[src/rtl/bank_pkg.sv]
// Shared bank geometry for the ISU rob allocator, SRAM controller and return-path rob.
package bank_pkg;
    localparam int unsigned BANK_CH_NUM    = 4;
    localparam int unsigned BANK_ROB_DEPTH = 8;
    localparam int unsigned BANK_DATA_W    = 128;
    localparam int unsigned BANK_CH_W      = $clog2(BANK_CH_NUM);
    localparam int unsigned BANK_ROB_W     = $clog2(BANK_ROB_DEPTH);
endpackage

[src/rtl/bank_rtn_rob_if.sv]
// Return-path bundle: tagged beats in from the SRAM controller, ordered beats out to the xbar.
interface bank_rtn_rob_if
    import bank_pkg::*;
#(
    parameter int unsigned CH_NUM    = BANK_CH_NUM,
    parameter int unsigned ROB_DEPTH = BANK_ROB_DEPTH,
    parameter int unsigned DATA_W    = BANK_DATA_W
);
    localparam int unsigned CH_W  = $clog2(CH_NUM);
    localparam int unsigned ROB_W = $clog2(ROB_DEPTH);

    logic              sc_xbar_valid;
    logic              sc_xbar_ready;
    logic [CH_W-1:0]   sc_xbar_channel_id;
    logic [ROB_W-1:0]  sc_xbar_rob_num;
    logic [DATA_W-1:0] sc_xbar_data;
    logic              xbar_rtn_valid;
    logic              xbar_rtn_ready;
    logic [CH_W-1:0]   xbar_rtn_channel_id;
    logic [ROB_W-1:0]  xbar_rtn_rob_num;
    logic [DATA_W-1:0] xbar_rtn_data;
    logic [CH_NUM-1:0] rob_empty;

    modport slave (
        input  sc_xbar_valid, sc_xbar_channel_id, sc_xbar_rob_num, sc_xbar_data, xbar_rtn_ready,
        output sc_xbar_ready, xbar_rtn_valid, xbar_rtn_channel_id, xbar_rtn_rob_num,
        output xbar_rtn_data, rob_empty
    );

    modport master (
        output sc_xbar_valid, sc_xbar_channel_id, sc_xbar_rob_num, sc_xbar_data, xbar_rtn_ready,
        input  sc_xbar_ready, xbar_rtn_valid, xbar_rtn_channel_id, xbar_rtn_rob_num,
        input  xbar_rtn_data, rob_empty
    );
endinterface

[src/rtl/bank_rr_arb.sv]
// N-way round-robin arbiter: search starts one past the last granted requester.
module bank_rr_arb
    import bank_pkg::*;
#(
    parameter int unsigned N = BANK_CH_NUM
) (
    input  logic         clk_i,
    input  logic         rst_i,
    input  logic [N-1:0] req_i,
    input  logic         upd_i,
    output logic [N-1:0] gnt_o
);
    localparam int unsigned PTR_W = $clog2(N);

    logic [PTR_W-1:0] ptr_q, ptr_d;
    logic             found;
    int unsigned      idx;

    always_comb begin
        gnt_o = '0;
        ptr_d = ptr_q;
        found = 1'b0;
        idx   = 0;
        for (int unsigned i = 1; i <= N; i++) begin
            idx = (i + ptr_q) % N;
            if (!found && req_i[idx]) begin
                found      = 1'b1;
                gnt_o[idx] = 1'b1;
                if (upd_i) ptr_d = PTR_W'(idx);
            end
        end
    end

    always_ff @(posedge clk_i) begin
        if (rst_i) ptr_q <= PTR_W'(N - 1);
        else       ptr_q <= ptr_d;
    end
endmodule

[src/rtl/bank_rtn_rob.sv]
// Per-channel return reorder buffer: releases beats in rob order per channel, RR across channels.
// Optional same-cycle head bypass for idle channels under BANK_RTN_ROB_BYPASS_EN.
module bank_rtn_rob
    import bank_pkg::*;
#(
    parameter int unsigned CH_NUM    = BANK_CH_NUM,
    parameter int unsigned ROB_DEPTH = BANK_ROB_DEPTH,
    parameter int unsigned DATA_W    = BANK_DATA_W
) (
    input logic         clk_i,
    input logic         rst_i,
    bank_rtn_rob_if.slave bus
);
    localparam int unsigned CH_W  = $clog2(CH_NUM);
    localparam int unsigned ROB_W = $clog2(ROB_DEPTH);

    logic [ROB_DEPTH-1:0] valid_q [CH_NUM];
    logic [ROB_DEPTH-1:0] valid_d [CH_NUM];
    logic [ROB_W-1:0]     head_q  [CH_NUM];
    logic [ROB_W-1:0]     head_d  [CH_NUM];
    logic [DATA_W-1:0]    mem_q   [CH_NUM][ROB_DEPTH];

    logic              out_valid_q, out_valid_d;
    logic [CH_W-1:0]   out_ch_q, out_ch_d;
    logic [ROB_W-1:0]  out_rob_q, out_rob_d;
    logic [DATA_W-1:0] out_data_q, out_data_d;

    logic [CH_W-1:0]   in_ch;
    logic [ROB_W-1:0]  in_rob;
    logic [CH_NUM-1:0] cand, req, gnt, rob_empty;
    logic [CH_W-1:0]   gnt_ch;
    logic              acc, load_en, bypass;

    assign in_ch  = bus.sc_xbar_channel_id;
    assign in_rob = bus.sc_xbar_rob_num;

    always_comb begin
        cand      = '0;
        rob_empty = '0;
        for (int c = 0; c < CH_NUM; c++) begin
            cand[c]      = valid_q[c][head_q[c]];
            rob_empty[c] = ~|valid_q[c];
        end
    end

    assign bus.sc_xbar_ready = !rst_i && !valid_q[in_ch][in_rob];
    assign acc     = bus.sc_xbar_valid && bus.sc_xbar_ready;
    assign load_en = !out_valid_q || bus.xbar_rtn_ready;

`ifdef BANK_RTN_ROB_BYPASS_EN
    // Only when nothing else is waiting, so bypass never jumps ahead of stored beats.
    assign bypass = acc && load_en && ~|cand && rob_empty[in_ch] && (in_rob == head_q[in_ch]);
`else
    assign bypass = 1'b0;
`endif

    always_comb begin
        req = cand;
        if (bypass) req[in_ch] = 1'b1;
    end

    bank_rr_arb #(
        .N(CH_NUM)
    ) u_arb (
        .clk_i(clk_i),
        .rst_i(rst_i),
        .req_i(req),
        .upd_i(load_en),
        .gnt_o(gnt)
    );

    always_comb begin
        gnt_ch = '0;
        for (int c = 0; c < CH_NUM; c++) begin
            if (gnt[c]) gnt_ch = CH_W'(c);
        end
    end

    always_comb begin
        valid_d     = valid_q;
        head_d      = head_q;
        out_valid_d = out_valid_q;
        out_ch_d    = out_ch_q;
        out_rob_d   = out_rob_q;
        out_data_d  = out_data_q;
        if (acc && !bypass) valid_d[in_ch][in_rob] = 1'b1;
        if (load_en) begin
            out_valid_d = |req;
            if (|req) begin
                out_ch_d   = gnt_ch;
                out_rob_d  = head_q[gnt_ch];
                out_data_d = bypass ? bus.sc_xbar_data : mem_q[gnt_ch][head_q[gnt_ch]];
                valid_d[gnt_ch][head_q[gnt_ch]] = 1'b0;
                head_d[gnt_ch] = head_q[gnt_ch] + 1'b1;
            end
        end
    end

    always_ff @(posedge clk_i) begin
        if (rst_i) begin
            for (int c = 0; c < CH_NUM; c++) begin
                valid_q[c] <= '0;
                head_q[c]  <= '0;
            end
            out_valid_q <= 1'b0;
            out_ch_q    <= '0;
            out_rob_q   <= '0;
            out_data_q  <= '0;
        end else begin
            valid_q     <= valid_d;
            head_q      <= head_d;
            out_valid_q <= out_valid_d;
            out_ch_q    <= out_ch_d;
            out_rob_q   <= out_rob_d;
            out_data_q  <= out_data_d;
        end
    end

    // Data needs no reset: the valid bits gate every read.
    always_ff @(posedge clk_i) begin
        if (acc && !bypass) mem_q[in_ch][in_rob] <= bus.sc_xbar_data;
    end

    assign bus.xbar_rtn_valid      = out_valid_q;
    assign bus.xbar_rtn_channel_id = out_ch_q;
    assign bus.xbar_rtn_rob_num    = out_rob_q;
    assign bus.xbar_rtn_data       = out_data_q;
    assign bus.rob_empty           = rob_empty;
endmodule

[src/flat_wrapper.sv]
// flat-port wrapper written by rule: the top's interface ports become plain ports
module bank_rtn_rob_flat import bank_pkg::*;
#(
    parameter int unsigned CH_NUM    = BANK_CH_NUM,
    parameter int unsigned ROB_DEPTH = BANK_ROB_DEPTH,
    parameter int unsigned DATA_W    = BANK_DATA_W
)
  (clk_i, rst_i, bus_sc_xbar_valid, bus_sc_xbar_channel_id, bus_sc_xbar_rob_num, bus_sc_xbar_data, bus_xbar_rtn_ready, bus_sc_xbar_ready, bus_xbar_rtn_valid, bus_xbar_rtn_channel_id, bus_xbar_rtn_rob_num, bus_xbar_rtn_data, bus_rob_empty);
  bank_rtn_rob_if #(.CH_NUM(CH_NUM), .ROB_DEPTH(ROB_DEPTH), .DATA_W(DATA_W)) bus_i ();
  input logic clk_i;
  input logic rst_i;
  input wire logic [$bits(bus_i.sc_xbar_valid)-1:0] bus_sc_xbar_valid;
  input wire logic [$bits(bus_i.sc_xbar_channel_id)-1:0] bus_sc_xbar_channel_id;
  input wire logic [$bits(bus_i.sc_xbar_rob_num)-1:0] bus_sc_xbar_rob_num;
  input wire logic [$bits(bus_i.sc_xbar_data)-1:0] bus_sc_xbar_data;
  input wire logic [$bits(bus_i.xbar_rtn_ready)-1:0] bus_xbar_rtn_ready;
  output wire logic [$bits(bus_i.sc_xbar_ready)-1:0] bus_sc_xbar_ready;
  output wire logic [$bits(bus_i.xbar_rtn_valid)-1:0] bus_xbar_rtn_valid;
  output wire logic [$bits(bus_i.xbar_rtn_channel_id)-1:0] bus_xbar_rtn_channel_id;
  output wire logic [$bits(bus_i.xbar_rtn_rob_num)-1:0] bus_xbar_rtn_rob_num;
  output wire logic [$bits(bus_i.xbar_rtn_data)-1:0] bus_xbar_rtn_data;
  output wire logic [$bits(bus_i.rob_empty)-1:0] bus_rob_empty;
  assign bus_i.sc_xbar_valid = bus_sc_xbar_valid;
  assign bus_i.sc_xbar_channel_id = bus_sc_xbar_channel_id;
  assign bus_i.sc_xbar_rob_num = bus_sc_xbar_rob_num;
  assign bus_i.sc_xbar_data = bus_sc_xbar_data;
  assign bus_i.xbar_rtn_ready = bus_xbar_rtn_ready;
  assign bus_sc_xbar_ready = bus_i.sc_xbar_ready;
  assign bus_xbar_rtn_valid = bus_i.xbar_rtn_valid;
  assign bus_xbar_rtn_channel_id = bus_i.xbar_rtn_channel_id;
  assign bus_xbar_rtn_rob_num = bus_i.xbar_rtn_rob_num;
  assign bus_xbar_rtn_data = bus_i.xbar_rtn_data;
  assign bus_rob_empty = bus_i.rob_empty;
  bank_rtn_rob #(.CH_NUM(CH_NUM), .ROB_DEPTH(ROB_DEPTH), .DATA_W(DATA_W)) u_core (.clk_i(clk_i), .rst_i(rst_i), .bus(bus_i));
endmodule
[config.mk]
export PLATFORM = sky130hd
export DESIGN_NAME = bank_rtn_rob_flat
export DESIGN_NICKNAME = d
export VERILOG_FILES = /design/src/rtl/bank_pkg.sv /design/src/rtl/bank_rtn_rob_if.sv /design/src/rtl/bank_rr_arb.sv /design/src/rtl/bank_rtn_rob.sv /design/src/flat_wrapper.sv
export SDC_FILE = /design/constraint.sdc
export NUM_CORES = 2
export LEC_CHECK = 0
export CAP_MARGIN = 40
export CORE_UTILIZATION = 42
export CTS_BUF_LIST = sky130_fd_sc_hd__clkbuf_4 sky130_fd_sc_hd__clkbuf_8 sky130_fd_sc_hd__clkbuf_16
export CTS_CLUSTER_SIZE = 24
export DETAILED_ROUTE_END_ITERATION = 16
export HOLD_SLACK_MARGIN = 0.15
export RECOVER_POWER = 25
export SYNTH_ARGS = -nofsm -noshare
export SYNTH_HDL_FRONTEND = slang
export SYNTH_SLANG_ARGS = --single-unit
[constraint.sdc]
create_clock -name clk_i -period 9.3 [get_ports clk_i]
set_input_delay 1.395 -clock clk_i [delete_from_list [all_inputs] [get_ports clk_i]]
set_output_delay 1.395 -clock clk_i [all_outputs]
set_load 0.005 [all_outputs]
Word-level counts from Yosys, hierarchy flattened

Memory sizes are Yosys's and may differ from the RTL's.
Cells that the tools add are included.

Memories: 1
Register bits: 180
Input port bits: 137
Output and inout port bits: 139
Word-level logic and storage cells: 154
Bits in writable memories: 4,096

Order comparisons: 23
Bitwise operators: 10
$add $sub $neg: 5
Reductions and logical operators: 31
Multiplexer cells: 71

Memory list:

| memory       | depth | width | read ports | clocked after memory_dff | write ports | line               | RTL |
|---|---|---|---|---|---|---|---|
| u_core.mem_q | 4     | 1,024 | 1          | 0                        | 1           | bank_rtn_rob.sv:21 | `logic [DATA_W-1:0] mem_q [CH_NUM][ROB_DEPTH];` |

Operators with widths:

| cell                 | number |
|---|---|
| $mux W1024           | 1 |
| $bmux W128 S3        | 1 |
| $demux W128 S3       | 1 |
| $mux W128            | 3 |
| $mux W32             | 3 |
| $and A32 B32 Y32     | 1 |
| $demux W8 S2         | 2 |
| $mux W8              | 4 |
| $not A32 Y32         | 1 |
| $or A32 B32 Y32      | 1 |
| $reduce_or A8 Y1     | 4 |
| $lt A3 B4 Y1 const B | 6 |
| $mux W1              | 20 |
| $mux W2              | 10 |
| $bmux W8 S2          | 1 |
| $mux W4              | 4 |
| $bmux W1 S3          | 5 |
| $logic_and A1 B1 Y1  | 14 |
| $bwmux W12           | 1 |
| $lt A2 B3 Y1 const B | 4 |
| $or A4 B4 Y4         | 3 |
| $logic_not A1 Y1     | 10 |
| $mux W3              | 3 |
| $bmux W1 S2          | 4 |
| other kinds (18)     | 33 |

Logic depth before layout (Yosys ltp)

Depth after elaboration: 31
Gate-level depth with buffers: 21
Gate-level depth less buffers: 14

Cells and area by module

A second synthesis with hierarchy kept.

Cell total of the unflattened synthesis: 10,235
Area total of the unflattened synthesis: 168,396.5 sq um

Modules (own cells, without submodules):

| module       | seq. area each (sq um) | instances | area an instance (sq um) | cells each |
|---|---|---|---|---|
| bank_rtn_rob | 126,561.4              | 1         | 167,856.0                | 10,174 |
| bank_rr_arb  | 40.0                   | 1         | 540.5                    | 61 |

Worst setup path before layout

No wires, ideal clock.

Path type: in2reg
Start: input bus_sc_xbar_channel_id[1]
End: memory u_core.mem_q[1][512] in the netlist's numbering (enable)
Stages on the path: 9
Required time: 8.681 ns
Slack: -0.425 ns
Path buffers: 1
Data arrival time: 9.107 ns
Cells stage by stage: buf_1 mux4_2 mux4_2 nor2b_1 a211oi_1 nand2_1 nor2_1 nand3_1 nor2_1

Cells in the longest elaborated chain, start to end: 11

Ends and longest elaborated chain:

| what                                       | line                | RTL |
|---|---|---|
| from (decl)                                | flat_wrapper.sv:13  | `input wire logic [$bits(bus_i.sc_xbar_channel_id)-1:0] bus_sc_xbar_channel_id;` |
| $not A2 Y3 (implied by the code)           | bank_rtn_rob.sv:46  | `assign bus.sc_xbar_ready = !rst_i && !valid_q[in_ch][in_rob];` |
| $bmux W8 S2                                | bank_rtn_rob.sv:46  |  |
| $mux W8 (implied by the code) (2 in a row) | bank_rtn_rob.sv:46  |  |
| $bmux W1 S3                                | bank_rtn_rob.sv:46  |  |
| $mux W1 (implied by the code)              | bank_rtn_rob.sv:46  |  |
| $logic_not A1 Y1                           | bank_rtn_rob.sv:46  |  |
| $logic_and A1 B1 Y1                        | bank_rtn_rob.sv:46  |  |
| via bus_sc_xbar_ready                      | flat_wrapper.sv:17  | `output wire logic [$bits(bus_i.sc_xbar_ready)-1:0] bus_sc_xbar_ready;` |
| $logic_and A1 B1 Y1                        | bank_rtn_rob.sv:47  | `assign acc = bus.sc_xbar_valid && bus.sc_xbar_ready;` |
| $mux W1                                    | bank_rtn_rob.sv:121 | `if (acc && !bypass) mem_q[in_ch][in_rob] <= bus.sc_xbar_data;` |
| $mux W1024 (implied by the code)           | bank_rtn_rob.sv:121 |  |
| to (decl)                                  | bank_rtn_rob.sv:21  |  |

The timed path passes the listed nets, and every way through them passes these cells. The select of a mux whose other input is x is not followed.

Worst setup path after layout

Start: register u_core.head_q[9] in the netlist's numbering
End: register u_core.out_data_q[10], in the netlist u_core.bus.xbar_rtn_data[10]

Cells in the longest elaborated chain, start to end: 25
Elaborated cells between the ends (all ways): 40
Those cells by class: mux (26); bitwise (5); reduce/logical (8); memory (1)

Ends and longest elaborated chain:

| what                                         | line                | RTL |
|---|---|---|
| from (decl)                                  | bank_rtn_rob.sv:19  | `logic [ROB_W-1:0] head_q [CH_NUM];` |
| from (signal, indexed assignment)            | bank_rtn_rob.sv:103 | `head_q[c] <= '0;` |
| from (signal assigned)                       | bank_rtn_rob.sv:111 | `head_q <= head_d;` |
| $bmux W1 S3                                  | bank_rtn_rob.sv:41  | `cand[c] = valid_q[c][head_q[c]];` |
| $mux W1 (implied by the code)                | bank_rtn_rob.sv:41  |  |
| $bmux W1 S2                                  | bank_rr_arb.sv:26   | `if (!found && req_i[idx]) begin` |
| $mux W1 (implied by the code)                | bank_rr_arb.sv:26   |  |
| $mux W1                                      | bank_rr_arb.sv:26   |  |
| $logic_not A1 Y1                             | bank_rr_arb.sv:26   |  |
| $logic_and A1 B1 Y1                          | bank_rr_arb.sv:26   |  |
| $mux W1                                      | bank_rr_arb.sv:26   |  |
| [... 6 more ...]                             | -                   |  |
| $mux W1                                      | bank_rtn_rob.sv:75  | `if (gnt[c]) gnt_ch = CH_W'(c);` |
| $mux W2 (2 in a row)                         | bank_rtn_rob.sv:75  |  |
| $not A2 Y3 (implied by the code)             | bank_rtn_rob.sv:92  | `out_data_d = bypass ? bus.sc_xbar_data : mem_q[gnt_ch][head_q[gnt_ch]];` |
| $bmux W3 S2                                  | bank_rtn_rob.sv:92  |  |
| $mux W3 (implied by the code) (2 in a row)   | bank_rtn_rob.sv:92  |  |
| $not A3 Y4 (implied by the code)             | bank_rtn_rob.sv:92  |  |
| $bmux W128 S3                                | bank_rtn_rob.sv:92  |  |
| $mux W128 (implied by the code) (2 in a row) | bank_rtn_rob.sv:92  |  |
| to (signal assigned)                         | bank_rtn_rob.sv:115 | `out_data_q <= out_data_d;` |
| to (decl)                                    | bank_rtn_rob.sv:26  | `logic [DATA_W-1:0] out_data_q, out_data_d;` |

Several ways; a longest one is shown, not always the timed one. The select of a mux whose other input is x is not followed.
A chain may end at the register's enable or synchronous reset.

==> flow_metrics.py <==
metrics = {
    "routing": {
        "drt_iter0_markers": 14048,
        "drc": 0,
        "vias": 105969,
        "avgRoutedWirePerCell_um": 31.27,
        "postRouteAntennaNets": 0,
        "vias_per_cell": 6.232,
        "wl_um": 531600,
        "first_pass_iters": 9,
    },
    "sta": {
        "finalCriticalPeriod_ps": 6913,
        "setup_slack_ps": 2387,
        "period_share_pct": 74.33,
        "setup_viol": 0,
        "hold_violations": 0,
        "worst_hold_slack_ps": 510.6,
        "fin_skew_ps": 71.97,
        "rsz0062_at_grt": "false",
        "drv_slew": 36,
        "max_slew_margin_pct": -10.29,
        "fmax_mhz": 144.7,
        "worst_slew_pin_slew_ps": 1654,
    },
    "synthesis": {
        "syn_area_um2": 166000,
        "synthAdderAreaFrac_pct": 0.05277,
        "syn_inst": 11148,
        "synth_top_area_cell": "edfxtp_1",
        "synthFlopType": "edfxtp_1",
        "ys_warn_count": 0,
        "synth-edff-count": 4096,
        "synth.distinct_cells": 79,
        "synth-simple-area-share_pct": 7.909,
        "synth_top_area_share_pct": 74.11,
        "synth-compound-area-share_pct": 11.00,
        "syn_avg_cell_area_um2": 14.89,
        "ys_ff_latch": 4276,
        "synthXorXnorAreaFrac_pct": 0.01583,
        "yosysSeqAreaShare_pct": 76.28,
        "synth_nets": 11292,
        "synthMuxAreaShare_pct": 2.415,
        "async_flop_share_pct": 0,
        "yosys-top-cells-area": "edfxtp_1, nand2_1, a211oi_1, a21oi_1, nand3_1",
        "synth_top_family_by_area": "compound AO/OA/AOI/OAI gates",
    },
    "power_and_ir_drop": {
        "p_leak_nw": 60.39,
        "clkPwrFrac_pct": 43.6,
        "power_switching_mw": 8.389,
        "p_seq_share_pct": 53.2,
        "power_density_nw_per_um2": 209.6,
        "p_int_mw": 31.68,
        "combPwrFrac_pct": 3.2,
        "ir_worst_vdd_mv": 0.1716,
        "power_mw": 40.07,
        "p_sw_share_pct": 20.94,
    },
    "placed_design": {
        "placed_cell_area_um2": 177000,
        "place.gp.congestion": 0.8295,
        "port_buffers": 275,
        "hpwl_um": 260400,
        "dp_slack_ps": 2557,
    },
    "critical_path": {
        "crit_top_cell": "buf_4",
        "end_kind": "flop",
        "slowest_stage": "and4_4",
        "cp-start-kind": "flop",
        "crit_arrival_ps": 7770,
        "slowest_delay_ps": 800,
        "crit_type": "reg -> reg",
        "cp_num_buf_inv": 4,
        "required_ps": 10160,
        "rrSetupSlack_ps": 2390,
        "worstPathCellList": "mux2_2 > mux4_2 > nand3b_1 > nand4_1 > mux2i_1 > and4_4 > buf_4 > buf_16 > buf_4 > buf_4 > mux4_2 > a211o_1 > a31oi_1 > a2111oi_2",
        "cp_max_fo": 52,
        "critical-path-top-delay-family": "buffers and inverters",
    },
    "finish": {
        "mostFrequentLayoutCells": "edfxtp_1, nand2_1, a21oi_1",
        "drive_gt1_share_pct": 10.78,
        "layout_commonest_cell": "edfxtp_1",
        "num-fill-cells": 32692,
        "final_cell_area_um2": 191200,
        "seq_area_um2": 126600,
        "area_growth_pct": 15.17,
        "multi_input_area_um2": 35940,
        "nets": 11505,
    },
    "die": {
        "core_um2": 392800,
        "die_w_um": 630.6,
        "rows": 230,
        "io_pins": 276,
        "start_util_pct": 42.25,
        "dieArea_um2": 397700,
        "die_y_um": 630.6,
    },
    "outcome": {
        "violations": "max-slew violations",
        "status": "finished with violations",
    },
    "min_path": {
        "hold_path.class": "reg -> reg",
    },
    "global_routing": {
        "grt-ovfl-total": 0,
        "antenna_found_initial": 82,
        "grt_first_pass_wirelength_um": 752300,
        "track_usage_pct": 26.01,
        "grt_max_degree": 177,
        "grt_pass1_vias": 102829,
    },
    "clocking": {
        "cts_buffer_depth": 4,
        "hold_buffers": 0,
        "cts.sinks": 4276,
        "postCtsSetupRepairBufs": 0,
        "post_cts_resize_count": 0,
        "cts_buffers": 430,
        "path_clk_slew_ps": 60,
        "cts_max_level": 5,
        "root_buffer": "clkbuf_16",
        "cts_tree": "yes",
        "clk-insertion-delay-late_ps": 1020,
    },
    "job": {
        "drv_cap": 0,
    },
}
[cells in the mapped netlist (6+ instances only)]
master,instances
edfxtp_1,4096
nand2_1,1437
a21oi_1,773
nand3_1,750
a211oi_1,716
nor2_1,569
clkbuf_1,509
a31oi_1,351
a221oi_1,259
buf_2,231
dfxtp_1,180
mux2i_1,136
o21ai_0,123
mux4_2,107
buf_1,87
nor2b_1,80
o211ai_1,77
a211o_1,72
and3_1,68
o221ai_1,67
o2111ai_1,49
a311oi_1,48
nor4_1,37
buf_4,35
nor3_1,33
a2111oi_1,25
nand4_1,24
mux2_2,19
buf_6,15
a2111oi_2,11
o311ai_1,11
a221o_1,10
o311a_1,10
o32ai_1,10
inv_1,9
o31a_1,8
or4_1,8
a22oi_1,7
ha_1,7
o31ai_1,7
and2_1,6
[cells by family (layout without fill, tap and decap cells)]
group,count (synthesis),in the layout
flops,4276,4276
simple gates,3044,3044
compound gates,2667,2667
buf+inv,887,1476
mux,264,264
fa+ha+maj,7,7
xor+xnor,3,3
other cells,0,46
[sequential cells by signal, indices dropped and copies added, names as in the netlist]
| name | flops |
|---|---|
| u_core.bus.xbar_rtn_channel_id | 2 |
| u_core.bus.xbar_rtn_data | 128 |
| u_core.bus.xbar_rtn_rob_num | 3 |
| u_core.bus.xbar_rtn_valid | 1 |
| u_core.head_q | 12 |
| u_core.mem_q | 4096 |
| u_core.u_arb.ptr_q | 2 |
| u_core.valid_q | 32 |
[final cells by class]
cell class,instances,share of cell area [%]
flip-flops and latches,4276,66.23
multi-input cells,5985,18.80
clock buffers,599,6.463
repair buffers,659,3.974
well taps,5220,3.417
clock inverters,209,1.036
diodes,46,0.06022
inverters,9,0.01767
[power by group through the flow]
stage	clock network (mW)	logic [mW]	registers, mW
floorplan	0	0.563	21.7
global placement	0	1.18	21.7
detailed placement	0	1.29	21.7
CTS	17.6	1.30	21.3
global route	18.3	1.36	21.3
finish	17.5	1.28	21.3
[metal layers]
metal / track usage [%] / up-vias / routed length, µm
li1: - / 44267 / -
met1: 34.45 / 54646 / 206700
met2: 43.08 / 5839 / 254600
met3: 4.300 / 1167 / 48610
met4: 9.898 / 50 / 21420
met5: 0 / - / 330
[through the flow]
step | TNS (ps) | utilization [%] | std cells
after floorplan | -1484150 | - | 11148
after global placement | 0 | 44.39 | 15977
after detailed placement | 0 | 45.06 | 16119
after CTS | 0 | 48.71 | 16927
after global routing | 0 | 48.65 | 16990
final | 0 | 48.66 | 17003
[tightest hold or removal path: cells and delay by family, from the launching register on]
kind,cells,cell delay (ps)
AND/OR/NAND/NOR,1,100
AO/OA/AOI/OAI,1,50
flip-flops,1,320
[path summary, 6_finish.rpt]
| path | to | start | cells after the start |
|---|---|---|---|
| hold reg to reg | u_core.bus.xbar_rtn_data[53] | u_core.bus.xbar_rtn_data[53] | 2 |
| hold / removal | u_core.bus.xbar_rtn_data[53] | u_core.bus.xbar_rtn_data[53] | 2 |
| setup reg to reg | u_core.bus.xbar_rtn_data[10] | u_core.head_q[9] | 14 |
| setup / recovery | u_core.bus.xbar_rtn_data[10] | u_core.head_q[9] | 14 |
Power figures use the tool's default switching activity.
